==> src/rtl/hazard_scoreboard.sv <==
// Hazard scoreboard for a 5-stage pipeline: tracks DX/XM/MW destination tags,
// selects operand forwarding, raises decode stalls and sequences a multi-cycle mult/div unit.
module hazard_scoreboard #(
  parameter int REG_AW    = 5,
  parameter int MD_CYCLES = 32,
  parameter int BYPASS_EN = 1
) (
  input  logic              clock,
  input  logic              reset,
  input  logic              fd_valid,
  input  logic [REG_AW-1:0] fd_src_a,
  input  logic [REG_AW-1:0] fd_src_b,
  input  logic              fd_src_a_en,
  input  logic              fd_src_b_en,
  input  logic [REG_AW-1:0] fd_dst,
  input  logic              fd_dst_we,
  input  logic [1:0]        fd_class,
  input  logic              flush,
  output logic              stall,
  output logic [1:0]        bypass_a_sel,
  output logic [1:0]        bypass_b_sel,
  output logic              md_busy,
  output logic              md_wb_valid,
  output logic [REG_AW-1:0] md_wb_dst
);

  // state   | meaning
  // MD_IDLE | unit free
  // MD_BUSY | operation in flight, md_count counts down to 0
  // MD_DONE | one-cycle result writeback of md_dst

  localparam logic [1:0] CLS_ALU  = 2'b00;
  localparam logic [1:0] CLS_LOAD = 2'b01;
  localparam logic [1:0] CLS_MD   = 2'b10;
  localparam logic [7:0] MD_LAST  = 8'(MD_CYCLES - 1);

  typedef struct packed {
    logic              valid;
    logic [REG_AW-1:0] src_a;
    logic              src_a_en;
    logic [REG_AW-1:0] src_b;
    logic              src_b_en;
    logic [REG_AW-1:0] dst;
    logic              we;
    logic [1:0]        cls;
  } tag_t;

  typedef enum logic [1:0] {MD_IDLE, MD_BUSY, MD_DONE} md_state_t;

  tag_t              dx, xm, mw, fd_tag, dx_nxt;
  md_state_t         md_state, md_state_nxt;
  logic [7:0]        md_count, md_count_nxt;
  logic [REG_AW-1:0] md_dst, md_dst_nxt, md_dst_cur;
  logic              md_pending, md_start, dx_is_md;
  logic              hz_load, hz_md, hz_struct, hz_wb, hz_nobyp, stall_raw;
  logic              unused_tag_bits;

  function automatic logic is_writer(tag_t t);
    return t.valid && t.we && (t.dst != '0) && !t.cls[1];
  endfunction

  function automatic logic src_hit(logic [REG_AW-1:0] a, logic a_en,
                                   logic [REG_AW-1:0] b, logic b_en,
                                   logic [REG_AW-1:0] r);
    return (a_en && (a != '0) && (a == r)) || (b_en && (b != '0) && (b == r));
  endfunction

  // Loads are still in memory while in XM, so only ALU results forward from there.
  function automatic logic [1:0] fwd_sel(logic en, logic [REG_AW-1:0] idx,
                                         tag_t xm_t, tag_t mw_t);
    if (!en || idx == '0)                                      return 2'd0;
    if (is_writer(xm_t) && xm_t.cls == CLS_ALU && xm_t.dst == idx) return 2'd1;
    if (is_writer(mw_t) && mw_t.dst == idx)                    return 2'd2;
    return 2'd0;
  endfunction

  assign fd_tag = '{valid: fd_valid, src_a: fd_src_a, src_a_en: fd_src_a_en,
                    src_b: fd_src_b, src_b_en: fd_src_b_en, dst: fd_dst,
                    we: fd_dst_we, cls: fd_class};

  always_comb begin
    dx_is_md   = dx.valid && (dx.cls == CLS_MD);
    md_pending = dx_is_md || (md_state != MD_IDLE);
    md_dst_cur = dx_is_md ? dx.dst : md_dst;
    md_start   = dx_is_md && dx.we && (dx.dst != '0);

    hz_load   = is_writer(dx) && (dx.cls == CLS_LOAD) &&
                src_hit(fd_src_a, fd_src_a_en, fd_src_b, fd_src_b_en, dx.dst);
    hz_md     = md_pending && (md_dst_cur != '0) &&
                (src_hit(fd_src_a, fd_src_a_en, fd_src_b, fd_src_b_en, md_dst_cur) ||
                 (fd_dst_we && (fd_dst == md_dst_cur)));
    hz_struct = (fd_class == CLS_MD) && md_pending;
    // The md result owns the writeback port when an op issued now would reach it.
    hz_wb     = is_writer(fd_tag) && (md_state == MD_BUSY) && (md_count == 8'd2);
    hz_nobyp  = (BYPASS_EN == 0) &&
                ((is_writer(dx) && src_hit(fd_src_a, fd_src_a_en, fd_src_b, fd_src_b_en, dx.dst)) ||
                 (is_writer(xm) && src_hit(fd_src_a, fd_src_a_en, fd_src_b, fd_src_b_en, xm.dst)) ||
                 (is_writer(mw) && src_hit(fd_src_a, fd_src_a_en, fd_src_b, fd_src_b_en, mw.dst)));

    stall_raw = fd_valid && !flush && (hz_load || hz_md || hz_struct || hz_wb || hz_nobyp);

    dx_nxt       = fd_tag;
    dx_nxt.valid = fd_valid && !stall_raw && !flush;
  end

  always_ff @(posedge clock) begin
    if (reset) begin
      dx.valid <= 1'b0;
      xm.valid <= 1'b0;
      mw.valid <= 1'b0;
    end else begin
      dx <= dx_nxt;
      xm <= dx;
      mw <= xm;
    end
  end

  always_ff @(posedge clock) begin
    if (reset) begin
      md_state <= MD_IDLE;
      md_count <= 8'd0;
      md_dst   <= '0;
    end else begin
      md_state <= md_state_nxt;
      md_count <= md_count_nxt;
      md_dst   <= md_dst_nxt;
    end
  end

  always_comb begin
    md_state_nxt = md_state;
    md_count_nxt = md_count;
    md_dst_nxt   = md_dst;
    case (md_state)
      MD_IDLE: begin
        if (md_start) begin
          md_state_nxt = MD_BUSY;
          md_count_nxt = MD_LAST;
          md_dst_nxt   = dx.dst;
        end
      end
      MD_BUSY: begin
        if (md_count == 8'd0) md_state_nxt = MD_DONE;
        else                  md_count_nxt = md_count - 8'd1;
      end
      MD_DONE: md_state_nxt = MD_IDLE;
      default: md_state_nxt = MD_IDLE;
    endcase
  end

  assign stall        = !reset && stall_raw;
  assign bypass_a_sel = (reset || BYPASS_EN == 0) ? 2'd0 : fwd_sel(dx.src_a_en, dx.src_a, xm, mw);
  assign bypass_b_sel = (reset || BYPASS_EN == 0) ? 2'd0 : fwd_sel(dx.src_b_en, dx.src_b, xm, mw);
  assign md_busy      = !reset && ((md_state == MD_BUSY) || (md_state == MD_DONE));
  assign md_wb_valid  = !reset && (md_state == MD_DONE);
  assign md_wb_dst    = md_wb_valid ? md_dst : '0;

  // Source fields only matter in DX; later stages carry them along untouched.
  assign unused_tag_bits = ^{dx.src_a, dx.src_a_en, dx.src_b, dx.src_b_en,
                             xm.src_a, xm.src_a_en, xm.src_b, xm.src_b_en,
                             mw.src_a, mw.src_a_en, mw.src_b, mw.src_b_en, mw.cls};

endmodule

==> config.mk <==
export PLATFORM = sky130hd
export DESIGN_NAME = hazard_scoreboard
export DESIGN_NICKNAME = d
export VERILOG_FILES = /design/src/rtl/hazard_scoreboard.sv
export SDC_FILE = /design/constraint.sdc
export NUM_CORES = 1
export LEC_CHECK = 0
export BUFFER_PORTS_ARGS = -buffer_cell sky130_fd_sc_hd__buf_2
export CAP_MARGIN = 40
export CORE_UTILIZATION = 40
export DETAILED_ROUTE_END_ITERATION = 12
export PLACE_DENSITY = 0.69
export SETUP_SLACK_MARGIN = 0.5
export SLEW_MARGIN = 20
export SYNTH_ARGS = -nofsm -noshare
export SYNTH_HDL_FRONTEND = slang
export SYNTH_SLANG_ARGS = --single-unit
==> constraint.sdc <==
create_clock -name clock -period 2.3 [get_ports clock]
set_input_delay 0.46 -clock clock [delete_from_list [all_inputs] [get_ports clock]]
set_output_delay 0.46 -clock clock [all_outputs]
set_load 0.05 [all_outputs]
# [Word level (Yosys, flattened, before mapping)]
# Index checks and enable logic that the tools add are counted.
[totals] regBits=54 wordCells=149 inputBits=24
[op_classes] muxes=34 reduce_logical=77 n_eq_ne=18 n_addsub=1
[ops] cell="equality test 5 bit" count=9
[ops] cell="logical AND 1 bit" count=41
[ops] cell="nonzero test 5 bit" count=7
[ops] cell="two-way mux 2 bit" count=16
[ops] cell="two-way mux 8 bit" count=2
[ops] cell="case mux 8 bit (2 select lines)" count=1
[ops] cell="two-way mux 1 bit" count=12
[ops] cell="zero test 5 bit" count=2
[ops] cell="logical OR 1 bit" count=10
[ops] cell="two-way mux 5 bit" count=2
[ops] cell="zero test 1 bit" count=9
[ops] cell="equality test 8 x 2 -> 1 bit (second input constant)" count=1
[ops] cell="zero test 8 bit" count=1
[ops] cell="subtractor 8 x 1 -> 8 bit (second input constant)" count=1
[ops] cell="equality test 2 bit (second input constant)" count=3
[ops] cell="!= test 2 bit (second input constant)" count=3
[ops] cell="equality test 2 x 1 -> 1 bit (second input constant)" count=2
[ops] cell="zero test 2 bit" count=2
[ops] cell="case mux 2 bit (2 select lines)" count=1
[ops] cell="AND reduction 2 bit" count=2
[ops] cell="nonzero test 2 bit" count=2
[ops] cell="AND reduction 3 bit" count=1

# [Depth between registers and ports, before layout]
[depth] ltp_word=15 depth_mapped=8 ltp_nobuf=8

# [Worst setup path before layout]
# No wires, ideal clock.
[synth_path] kind="input to output" start="input reset" end="output bypass_b_sel[1]" setup_slack_ns=-1.176 path_buffers=1 t_required_ns=1.840 path_stages=4 t_arrival_ns=3.016 path_cell_list="clkbuf_1 inv_2 o211ai_1 nor4b_1"
[synth_via] elab_chain_len=1
[synth_lines] element="start: declaration" line_no="9" rtl="input logic reset,"
[synth_lines] element="two-way mux 2 bit" line_no="153" rtl="assign bypass_b_sel = (reset || BYPASS_EN == 0) ? 2'd0 : fwd_sel(dx.src_b_en, dx.src_b, xm, mw);"
[synth_lines] element="end: declaration" line_no="21" rtl="output logic [1:0] bypass_b_sel,"
# Every way passes these cells.

# [Final worst setup path]
[layout_path] start="register dx[0] in the netlist's numbering" end="output stall"
[layout_via] elab_chain_len=13 elab_cells_between_ends=24
[layout_lines] element="start: declaration" line_no="50" rtl="tag_t dx, xm, mw, fd_tag, dx_nxt;"
[layout_lines] element="start signal: assignment" line_no="112" rtl="dx <= dx_nxt;"
[layout_lines] element="equality test 2 bit" line_no="82" rtl="dx_is_md = dx.valid && (dx.cls == CLS_MD);"
[layout_lines] element="logical AND 1 bit" line_no="82"
[layout_lines] element="two-way mux 5 bit" line_no="84" rtl="md_dst_cur = dx_is_md ? dx.dst : md_dst;"
[layout_lines] element="equality test 5 bit" line_no="65" rtl="return (a_en && (a != '0) && (a == r)) || (b_en && (b != '0) && (b == r));"
[layout_lines] element="logical AND 1 bit" line_no="65"
[layout_lines] element="logical OR 1 bit" line_no="65"
[layout_lines] element="logical OR 1 bit" line_no="90" rtl="(src_hit(fd_src_a, fd_src_a_en, fd_src_b, fd_src_b_en, md_dst_cur) ||"
[layout_lines] element="logical AND 1 bit" line_no="89" rtl="hz_md = md_pending && (md_dst_cur != '0) &&"
[layout_lines] element="logical OR 1 bit" line_no="100" rtl="stall_raw = fd_valid && !flush && (hz_load || hz_md || hz_struct || hz_wb || hz_nobyp);"
[layout_lines] element="logical OR 1 bit (*) (2 in series)" line_no="100"
[layout_lines] element="logical AND 1 bit (*)" line_no="100"
[layout_lines] element="logical AND 1 bit (*)" line_no="151" rtl="assign stall = !reset && stall_raw;"
[layout_lines] element="end: declaration" line_no="19" rtl="output logic stall,"
# Every way passes the cells marked *; elsewhere a longest branch is shown, timed or not.

==> flow_metrics.py <==
metrics = {
    "sta": {
        "rsz0062_at_grt": "true",
        "period_share_pct": 120,
        "maxSlewViolCount": 0,
        "finalSetupViolCount": 4,
        "hold_viol": 0,
        "fin_setup_tns_ps": -655,
        "fin_skew_ps": 6.98,
        "maxSlewHeadroom_pct": 67.3,
        "period_needed_ps": 2750,
        "worst_pin_slew_ps": 486,
        "final.setup.worst_slack_ps": -450,
        "max_freq_mhz": 364,
    },
    "global_route": {
        "antenna_found_initial": 0,
        "grt_use_total_pct": 20.9,
        "grt_pass1_wl_mm": 11.9,
        "grt_pass1_vias": 2439,
        "gr-total-overflow": 0,
        "grt_max_degree": 37,
    },
    "logic_synthesis": {
        "synth.distinct_cells": 53,
        "syn_inst": 263,
        "ys_ff_latch": 53,
        "synth_largest_area_cell": "edfxtp_1",
        "postSynthAreaPerCell_um2": 10.9,
        "synth_common_cells": "edfxtp_1 (35), xor2_1 (28), nor2_1 (20), dfxtp_1 (18), xnor2_1 (17)",
        "synth_edf_count": 35,
        "synthTopCellsByArea": "edfxtp_1 (37%), dfxtp_1 (13%), xor2_1 (8.5%)",
        "ys_seq_area_share_pct": 49.1,
        "syn_nets": 293,
        "yosysWarnings": 0,
        "syn-cell-area_um2": 2870,
        "async_flop_share_pct": 0,
        "synth.most_common_cell": "edfxtp_1",
        "ys.flop_type": "edfxtp_1",
        "netlist.area_leader.share_pct": 36.6,
    },
    "die": {
        "die-area_um2": 7520,
        "die_w_um": 86.7,
        "die_y_um": 86.7,
        "initial_core_util_pct": 41.8,
        "pin_count": 36,
        "num_rows": 30,
        "core_um2": 6870,
    },
    "routing": {
        "vias_per_cell": 5.19,
        "wl_per_cell_um": 15.8,
        "top_layer_used": "met4",
        "met2_length_mm": 3.80,
        "met1_length_mm": 3.18,
        "drtAntennaViolNets": 0,
        "route.met3.wl_um": 250,
        "drt_wl_total_mm": 7.31,
        "first_pass_iters": 4,
        "drc": 0,
        "vias": 2399,
        "drt-initial-drc-count": 185,
    },
    "pwr": {
        "p_total_mw": 2.71,
        "ir_worst_vdd_mv": 0.312,
        "cellLeakagePower_nw": 1.57,
        "power.density_nw_per_um2": 651,
    },
    "cells_and_area": {
        "antenna_cells": 0,
        "fin_nets": 395,
        "drive_above_1_share_pct": 44.5,
        "fin_area_um2": 4160,
        "area_growth_pct": 44.6,
    },
    "flow_run": {
        "maxCapViolations": 0,
    },
    "hold_path": {
        "hold_class": "in -> reg",
    },
    "cts": {
        "cts_max_path_buffers": 2,
        "cts_buffers": 5,
        "cts_root_buffer": "clkbuf_8",
        "tritoncts": "yes",
        "htreeDepth": 2,
        "insertion_delay_ps": 310,
        "path_clk_slew_ps": 100,
        "cts_num_sinks": 53,
    },
    "place": {
        "io_buffers": 35,
        "gp_routability_congestion": 0.885,
        "hpwl_mm": 5.24,
        "place_area_um2": 3610,
    },
    "worst_setup_path": {
        "critPathKind": "reg -> out",
        "worst_setup_path_start_kind": "register",
        "cp.arrival_ps": 2290,
        "worst_setup_path_end_kind": "output port",
        "path_max_fanout": 7,
        "crit_required_ps": 1840,
    },
    "status": {
        "violations": "negative setup slack",
        "status": "complete, but fails checks",
    },
}
-- sequential cells by signal, summed over array words and instances, names as in the netlist --
name      cells
dx           21
mw            8
md_dst        5
md_count      8
xm            9
md_state      2
-- power by group --
group          leakage [nW]  total (mW)  switching (mW)  internal (mW)
combinational          1.02       0.823           0.433          0.390
clock                0.0554       0.644           0.316          0.327
sequential            0.490        1.24           0.110           1.13
-- routing by layer --
| metal | GRT usage, % | vias up |
|---|---|---|
| li1 | - | 1167 |
| met1 | 26.1 | 1173 |
| met2 | 37.3 | 54 |
| met3 | 3.24 | 5 |
| met4 | 5.91 | 0 |
| met5 | 0 | - |
-- cells in the final DEF (no fill, tap or decap), drive strengths merged, types with 2 or more instances in the layout --
master     n
clkbuf     6
o211ai     3
xor2      28
a31oi      2
nand4      4
ha         6
mux2i      5
and2       5
buf      100
nor3       7
o22ai      2
nand3b     2
xnor2     17
nor4       6
nor2      20
nor4b      3
and3b      2
edfxtp    35
a21oi     16
a211oi     2
nand2     10
nand2b     2
o221ai     3
or4        8
o2111ai    3
o21ai      9
dfxtp     18
nor2b      5
nand4b     2
nand3      6
inv       15
-- stage by stage --
step	instances	util [%]	hold slack, ps	setup WS (ps)
floorplan	263	-	421	-38.0
detailed placement	439	52.6	433	-273
CTS	454	58.7	337	-445
global placement	439	52.6	431	-272
finish	462	60.5	334	-450
global route	462	60.5	320	-556
-- cell type report --
cell class	instances	area [um^2]
Clock buffer	6	72.6
Multi-Input combinational cell	190	1630
Sequential cell	53	1420
Timing Repair Buffer	100	811
Clock inverter	2	38.8
Inverter	15	63.8
Fill cell	578	2710
Tap cell	96	120
-- cell families (layout without fill, tap and decap cells) --
family          Yosys count  count (layout)  synth area share (%)
compound gates           48              48                  12.7
xor+xnor                 45              45                  13.7
fa+ha+maj                 6               6                  2.61
buf+inv                  20             123                  2.96
flops                    53              53                  49.1
mux                       5               5                  1.87
simple gates             86              86                  17.0
-- critical path, cell delays in order (launching register included) --
cell and delay [ps]:
edfxtp_1 390, and3b_4 430, mux2i_2 260, o221a_2 210, nand4_1 100, a32o_2 280
a21oi_4 130, buf_6 170
-- timing repair --
item | in CTS | in global routing
gates resized for setup | 66 | 18
setup endpoints to repair | 28 | 27
hold endpoints to repair | 0 | 0
buffers inserted | 7 | 8
pin swaps | 12 | 21
hold buffers | 0 | 0
-- final timing paths --
path / endpoint / cells after the start / slack, ps / startpoint
worst max register to register: md_count[4] / 8 / 110 / dx[5]
worst max-delay path: stall / 7 / -450 / dx[0]
worst min-delay path: dx[8] / 1 / 330 / fd_src_b_en
worst min register to register: mw[2] / 0 / 450 / xm[2]
Power figures use the tool's default switching activity.
